<file path="config.mk">
export PLATFORM = sky130hd
export DESIGN_NAME = pc_fetch_sequencer
export DESIGN_NICKNAME = d
export VERILOG_FILES = /design/src/rtl/pc_fetch_sequencer.sv
export SDC_FILE = /design/constraint.sdc
export NUM_CORES = 1
export LEC_CHECK = 0
export ABC_AREA = 1
export CAP_MARGIN = 10
export CORE_MARGIN = 8
export CORE_UTILIZATION = 30
export CTS_CLUSTER_DIAMETER = 60
export DETAILED_ROUTE_END_ITERATION = 10
export GPL_TIMING_DRIVEN = 0
export PLACE_DENSITY = 0.67
export SLEW_MARGIN = 20
export SYNTH_ARGS = -nofsm -noshare
export SYNTH_HDL_FRONTEND = slang
export SYNTH_SLANG_ARGS = --single-unit
</file>
<file path="constraint.sdc">
create_clock -name i_Clk -period 3.7 [get_ports i_Clk]
set_input_delay 0.555 -clock i_Clk [delete_from_list [all_inputs] [get_ports i_Clk]]
set_output_delay 0.555 -clock i_Clk [all_outputs]
set_load 0.05 [all_outputs]
</file>
<file path="src/rtl/pc_fetch_sequencer.sv">
// rtl/pc_fetch_sequencer.sv - PC register sequencing and instruction fetch with redirect/trap handling
module pc_fetch_sequencer #(
  parameter logic [31:0] RESET_VECTOR = 32'h0000_0000,
  parameter logic [31:0] TRAP_VECTOR  = 32'h0000_0100,
  parameter logic [31:0] PC_STEP      = 32'd4
) (
  input  logic        i_Clk,
  input  logic        i_Rst,
  input  logic [31:0] iv_Pc,
  output logic        o_Pc_Enb,
  output logic [31:0] ov_Pc_Next,
  output logic        o_Imem_Req,
  output logic [31:0] ov_Imem_Addr,
  input  logic        i_Imem_Ack,
  input  logic [31:0] iv_Imem_Rdata,
  output logic        o_Instr_Valid,
  output logic [31:0] ov_Instr,
  output logic [31:0] ov_Instr_Pc,
  input  logic        i_Instr_Ready,
  input  logic        i_Redirect,
  input  logic [31:0] iv_Redirect_Target,
  input  logic        i_Trap,
  output logic        o_Misaligned,
  output logic [31:0] ov_Fetch_Count
);

  typedef enum logic [1:0] {
    BOOT  = 2'd0,
    REQ   = 2'd1,
    VALID = 2'd2,
    LOAD  = 2'd3
  } state_t;

  state_t      state, state_next;
  logic        pend, pend_next;
  logic        pend_trap, pend_trap_next;
  logic [31:0] tgt, tgt_next;
  logic [31:0] instr_next, instr_pc_next, count_next;

  logic        flush;
  logic [31:0] flush_tgt;
  logic        keep_trap;

  assign flush     = i_Trap | i_Redirect;
  assign flush_tgt = i_Trap ? TRAP_VECTOR : iv_Redirect_Target;
  // a stored trap outranks any plain redirect that arrives while it waits
  assign keep_trap = pend & pend_trap & ~i_Trap;

  assign o_Instr_Valid = (state == VALID);

  always_ff @(posedge i_Clk or negedge i_Rst) begin
    if (!i_Rst) begin
      state          <= BOOT;
      pend           <= 1'b0;
      pend_trap      <= 1'b0;
      tgt            <= 32'd0;
      ov_Instr       <= 32'd0;
      ov_Instr_Pc    <= 32'd0;
      ov_Fetch_Count <= 32'd0;
    end else begin
      state          <= state_next;
      pend           <= pend_next;
      pend_trap      <= pend_trap_next;
      tgt            <= tgt_next;
      ov_Instr       <= instr_next;
      ov_Instr_Pc    <= instr_pc_next;
      ov_Fetch_Count <= count_next;
    end
  end

  always_comb begin
    state_next     = state;
    pend_next      = pend;
    pend_trap_next = pend_trap;
    tgt_next       = tgt;
    instr_next     = ov_Instr;
    instr_pc_next  = ov_Instr_Pc;
    count_next     = ov_Fetch_Count;
    o_Pc_Enb       = 1'b0;
    ov_Pc_Next     = 32'd0;
    o_Imem_Req     = 1'b0;
    ov_Imem_Addr   = 32'd0;
    o_Misaligned   = 1'b0;

    case (state)
      BOOT: begin
        // held in BOOT while reset is low; the load only counts once reset lifts
        if (i_Rst) begin
          o_Pc_Enb   = 1'b1;
          ov_Pc_Next = RESET_VECTOR;
        end
        state_next = REQ;
      end

      REQ: begin
        o_Imem_Req   = 1'b1;
        ov_Imem_Addr = iv_Pc;
        if (flush) begin
          pend_next = 1'b1;
          if (!keep_trap) begin
            tgt_next       = flush_tgt;
            pend_trap_next = i_Trap;
          end
        end
        if (i_Imem_Ack) begin
          if (pend || flush) begin
            pend_next  = 1'b0;
            state_next = LOAD;
          end else begin
            instr_next    = iv_Imem_Rdata;
            instr_pc_next = iv_Pc;
            state_next    = VALID;
          end
        end
      end

      VALID: begin
        if (flush) begin
          tgt_next       = flush_tgt;
          pend_trap_next = 1'b0;
          state_next     = LOAD;
        end else if (i_Instr_Ready) begin
          o_Pc_Enb   = 1'b1;
          ov_Pc_Next = ov_Instr_Pc + PC_STEP;
          count_next = ov_Fetch_Count + 32'd1;
          state_next = REQ;
        end
      end

      LOAD: begin
        o_Pc_Enb     = 1'b1;
        ov_Pc_Next   = tgt;
        o_Misaligned = |tgt[1:0];
        state_next   = REQ;
        // the current target is consumed now; a fresh one waits for the next ack
        if (flush) begin
          tgt_next       = flush_tgt;
          pend_trap_next = i_Trap;
          pend_next      = 1'b1;
        end
      end

      default: state_next = BOOT;
    endcase
  end

endmodule

</file>
**After elaboration in Yosys (flattened, before gate mapping)**

Cells that the tools add are included.

- Add/sub/neg operators: 2
- Equal/unequal tests: 10
- Muxes and demuxes: 29
- Bitwise operators: 6
- Reduce and logical (&&, ||, !) cells: 13

Operators with widths:

| cell | count |
|---|---|
| two-way mux 32 bit | 7 |
| one-hot mux 32 bit (2 select lines) | 2 |
| adder 32 x 1 -> 32 bit, second input constant | 1 |
| adder 32 x 3 -> 32 bit, second input constant | 1 |
| two-way mux 1 bit | 13 |
| != test 2 bit, second input constant | 4 |
| two-way mux 2 bit | 3 |
| one-hot mux 1 bit (3 select lines) | 2 |
| one-hot mux 2 bit (3 select lines) | 1 |
| AND reduction 3 bit | 2 |
| OR reduction 2 bit | 3 |
| AND reduction 5 bit | 1 |
| == test 2 bit, second input constant | 2 |
| != test 2 x 1 -> 1 bit, second input constant | 2 |
| AND reduction 4 bit | 1 |
| nonzero test 2 bit | 2 |
| != test 3 x 1 -> 1 bit, second input constant | 1 |
| inverter 1 bit | 3 |
| nonzero test 3 bit | 1 |
| bitwise AND 1 bit | 2 |
| == test 2 x 1 -> 1 bit, second input constant | 1 |
| zero test 2 bit | 1 |
| one-hot mux 1 bit (2 select lines) | 1 |
| AND reduction 2 bit | 1 |
| 2 further kinds | 2 |

- Register bits: 132
- Input port bits: 102
- Output and inout port bits: 164

**Logic depth before layout (Yosys ltp)**

Gate-level depths: netlist of run 1.

- Depth in word-level cells: 5
- Depth in mapped cells: 10

**Least setup slack after synthesis of run 1**

No wires, ideal clock.

- Path kind: reg-to-output
- Start: reg ov_Instr_Pc[2]
- End: out ov_Pc_Next[22]
- Data arrival time: 2748 ps
- Required time: 3145 ps
- Path slack: 397 ps
- Cell stages (with the launch flop): 8
- Cell sequence: dfrtp_1 -> ha_1 -> nand2_1 -> nor2_1 -> nand2_1 -> nor2_2 -> a21oi_1 -> o21ai_0

- Word-level cells in the longest chain between the ends: 4

RTL lines:

| element | RTL line | text |
|---|---|---|
| start, declared | 18 | `output logic [31:0] ov_Instr_Pc,` |
| start signal, assigned | 66 | `ov_Instr_Pc <= instr_pc_next;` |
| adder 32 x 3 -> 32 bit | 124 | `ov_Pc_Next = ov_Instr_Pc + PC_STEP;` |
| two-way mux 32 bit | 122 | `end else if (i_Instr_Ready) begin` |
| two-way mux 32 bit | 118 | `if (flush) begin` |
| one-hot mux 32 bit (2 select lines) | 85 | `case (state)` |
| end, declared | 11 | `output logic [31:0] ov_Pc_Next,` |

Every way passes these cells.

**Worst setup path after layout of run 1**

- Start: in i_Trap
- End: out ov_Pc_Next[9]

- Word-level cells in the longest chain between the ends: 3

RTL lines:

| element | RTL line | text |
|---|---|---|
| start, declared | 22 | `input logic i_Trap,` |
| bitwise OR 1 bit | 44 | `assign flush = i_Trap \| i_Redirect;` |
| two-way mux 32 bit | 118 |  |
| one-hot mux 32 bit (2 select lines) | 85 |  |

Every way passes these cells.

==> metrics, run 1 <==
outcome finished, final reports clean; CTS Buf Count 17; Pwr Density between 500 and 600 mW/mm²; sequential area share after synthesis 0.458; CTS tree done; core box area 0.0235 mm²; Die Wd roughly 170 µm; max incr delay on CP 880 ps; worst-case reg-to-reg path depth 8; layer with the highest usage met2; GRT Residual Overflow 0; IO Port Bufs 265; Slew headroom 0.563; Die H 171 µm; DRC 0; Antenna diodes 0; clk sink count 132; peak supply drop 0.334 mV; crit-path max FO 10; largest net degree at the start of global routing 69; Worst Path Arrival 3070 ps; met2 usage 0.331; share of cells above drive strength 1 0.0554; Slew Viols, Final 0; Synth Register Bits roughly 130; critical path class in -> out; Syn Inst Count 1038; first-pass GRT wire length 42600 µm; Ports 266; First-pass DRT Iterations 5; R2R Setup Slk 1910 ps; main area contributors after synthesis dfrtp_1 (46%), nand2_1 (23%), nor2_1 (7.3%); Yosys warnings 0; Mapped Area 0.00722 mm²; CTS root buf clkbuf_16; via/cell ratio between 4 and 5; DP Area 0.0103 mm²; WL per Instance 16.8 µm; critical path required time 3140 ps; 1st-iter DRT viols 503; count leader, synth nand2_1; critical path startpoint i_Trap; antenna violations before repair 1; syn nets 1142; Post-synth top flop dfrtp_1; vias in the first global route around 7.7k; site row count 56; antenna-violating nets left 0; Hold Slack 96.3 ps; GP Congestion 0.951; Inst Count DP 1623; CP max-delay cell clkdlybuf4s50_1; FF-to-FF End ov_Instr_Pc[23]; delay-heaviest family, CP buffers and inverters; RSZ-0062 raised after global routing no; Setup violations, final 0; initial cell density of the core 0.307; Avg Synthesized Cell Area about 7.0 µm²; commonest cells in the netlist nand2_1 (450), nor2_1 (141), dfrtp_1 (132), inv_1 (86), o21ai_0 (74); Finished Cell Area 0.0109 mm²; worst-skew pair later-pin latency around 430 ps; actual slew at the worst max-slew pin 656 ps; EDFF count, synth 0; die area 0.0293 mm²; Buf/Inv on CP 3; grt met1 use 0.209; Worst Setup End Kind output pin; GRT Overall Usage 0.190; Bufs on Longest Clock Path 2; Max Cap Viol 0; layout net count 1427; H-tree Lvls 4; routing usage on met3 0.0883; Fill cells 2410; hpwl dp 22500 µm; Yosys top cell area share 0.458; clock skew 18.8 ps; crit path launch type primary input; leak pwr ~5 nW; cell accounting for the most synthesized area dfrtp_1; critical register-to-register path startpoint state[0]; Fmax approximately 280 MHz; Routed WL approximately 28000 µm; clk slew on worst S/H paths 60 ps; Unique masters post-synth 28; cts hold-fix bufs 0; Layout area overhead 51.1%; Tcrit/Tclk final 0.980; Final Hold Viols 0; Hold Crit Class in -> async; ys async rst share 1.00; final non-filler cell total roughly 1.7k; DR vias 7591; CP Cell Sequence clkdlybuf4s50_1 -> nor2_2 -> nand2_1 -> nor2_4 -> buf_4 -> nand2_1 -> o21ai_0 -> clkdlybuf4s50_1; minimum clock period 3620 ps
[flip-flops by register name, indices dropped and copies added, names as in the netlist]
register        cells
ov_Instr           32
pend_trap           1
pend                1
tgt                32
state               2
ov_Fetch_Count     32
ov_Instr_Pc        32
[final cells by class]
class                           instances  area, µm²  share of cell area
Inverter                               90        338              0.0310
Multi-Input combinational cell        782       3380               0.309
Timing Repair Buffer                  266       2710               0.249
Clock buffer                           17        425              0.0390
Tap cell                              319        399              0.0366
Buffer                                 34        201              0.0185
Sequential cell                       132       3300               0.303
Clock inverter                         15        153              0.0140
[power breakdown]
part           total, mW  internal (mW)  switching (mW)
combinational       2.25          0.736            1.51
clock               1.68          0.905           0.774
sequential          2.00           1.70           0.294
total               5.92           3.34            2.58
[worst max path at each step]
| stage | endpoint | cells past startpoint |
|---|---|---|
| 3_5_place_dp | ov_Pc_Next[9] | 8 |
| 3_3_place_gp | o_Pc_Enb | 4 |
| 2_1_floorplan | ov_Pc_Next[22] | 7 |
| 5_1_grt | ov_Pc_Next[29] | 8 |
| 6_report | ov_Pc_Next[9] | 8 |
| 4_1_cts | ov_Pc_Next[9] | 8 |
[stage by stage]
step                worst slack (ps)  setup TNS (ps)  power, mW  utilization
finish                          75.8               0       5.92        0.463
floorplan                        397               0       3.33            -
global route                    9.61               0       6.20        0.463
CTS                             5.59               0       5.99        0.462
global placement               -4060         -461230       4.26        0.436
detailed placement              7.26               0       4.28        0.438
[repair_timing]
action / 4_1_cts / 5_1_grt
hold endpoints to repair: 0 / 0
setup endpoints to repair: 0 / 11
setup buffers: 0 / 0
resized for setup: 0 / 11
[metal layers]
layer  wire length, µm  vias up
li1                  -     3786
met1             11100     3508
met2             13300      272
met3              3050       23
met4               396        2
met5                13        -
[layout by cell type (no fill, tap or decap), types with 6 or more instances in the layout]
| master | Yosys | final |
|---|---|---|
| inv_6 | 0 | 7 |
| xnor2_1 | 7 | 7 |
| clkbuf_16 | 0 | 17 |
| xor2_1 | 13 | 13 |
| a21oi_1 | 12 | 12 |
| nand2_1 | 450 | 450 |
| o21ai_1 | 6 | 6 |
| dfrtp_1 | 132 | 132 |
| clkdlybuf4s50_1 | 0 | 253 |
| buf_4 | 8 | 8 |
| o21ai_0 | 74 | 74 |
| dlymetal6s2s_1 | 0 | 11 |
| nand3_1 | 39 | 39 |
| inv_8 | 0 | 6 |
| clkbuf_1 | 16 | 16 |
| nand4_1 | 9 | 9 |
| nor2_1 | 141 | 141 |
| inv_1 | 86 | 86 |
| nor2_4 | 7 | 7 |
[cell families (layout without fill, tap and decap cells)]
family | count (synthesis) | count (layout) | synth area share
buffers and inverters | 124 | 422 | 0.0747
XOR/XNOR | 20 | 20 | 0.0243
AND/OR/NAND/NOR | 660 | 660 | 0.367
AO/OA/AOI/OAI | 100 | 100 | 0.0732
adder cells (fa/ha/maj) | 2 | 2 | 0.00347
flip-flops | 132 | 132 | 0.458
No activity file was read; power rests on OpenSTA's default activity.
==> run 2, diff against run 1 <==
--- a/config.mk
+++ b/config.mk
@@ -12,6 +12,7 @@
 export CTS_CLUSTER_DIAMETER = 60
 export DETAILED_ROUTE_END_ITERATION = 10
 export GPL_TIMING_DRIVEN = 0
+export HOLD_SLACK_MARGIN = 0.08
 export PLACE_DENSITY = 0.67
 export SLEW_MARGIN = 20
 export SYNTH_ARGS = -nofsm -noshare
==> results of run 2 <==
Final layout, timing and power as in run 1 (identical DEF).
==> run 3, diff against run 2 <==
--- a/config.mk
+++ b/config.mk
@@ -10,6 +10,7 @@
 export CORE_MARGIN = 8
 export CORE_UTILIZATION = 30
 export CTS_CLUSTER_DIAMETER = 60
+export CTS_CLUSTER_SIZE = 28
 export DETAILED_ROUTE_END_ITERATION = 10
 export GPL_TIMING_DRIVEN = 0
 export HOLD_SLACK_MARGIN = 0.08
==> results of run 3 <==
Final layout, timing and power as in run 1 (identical DEF).
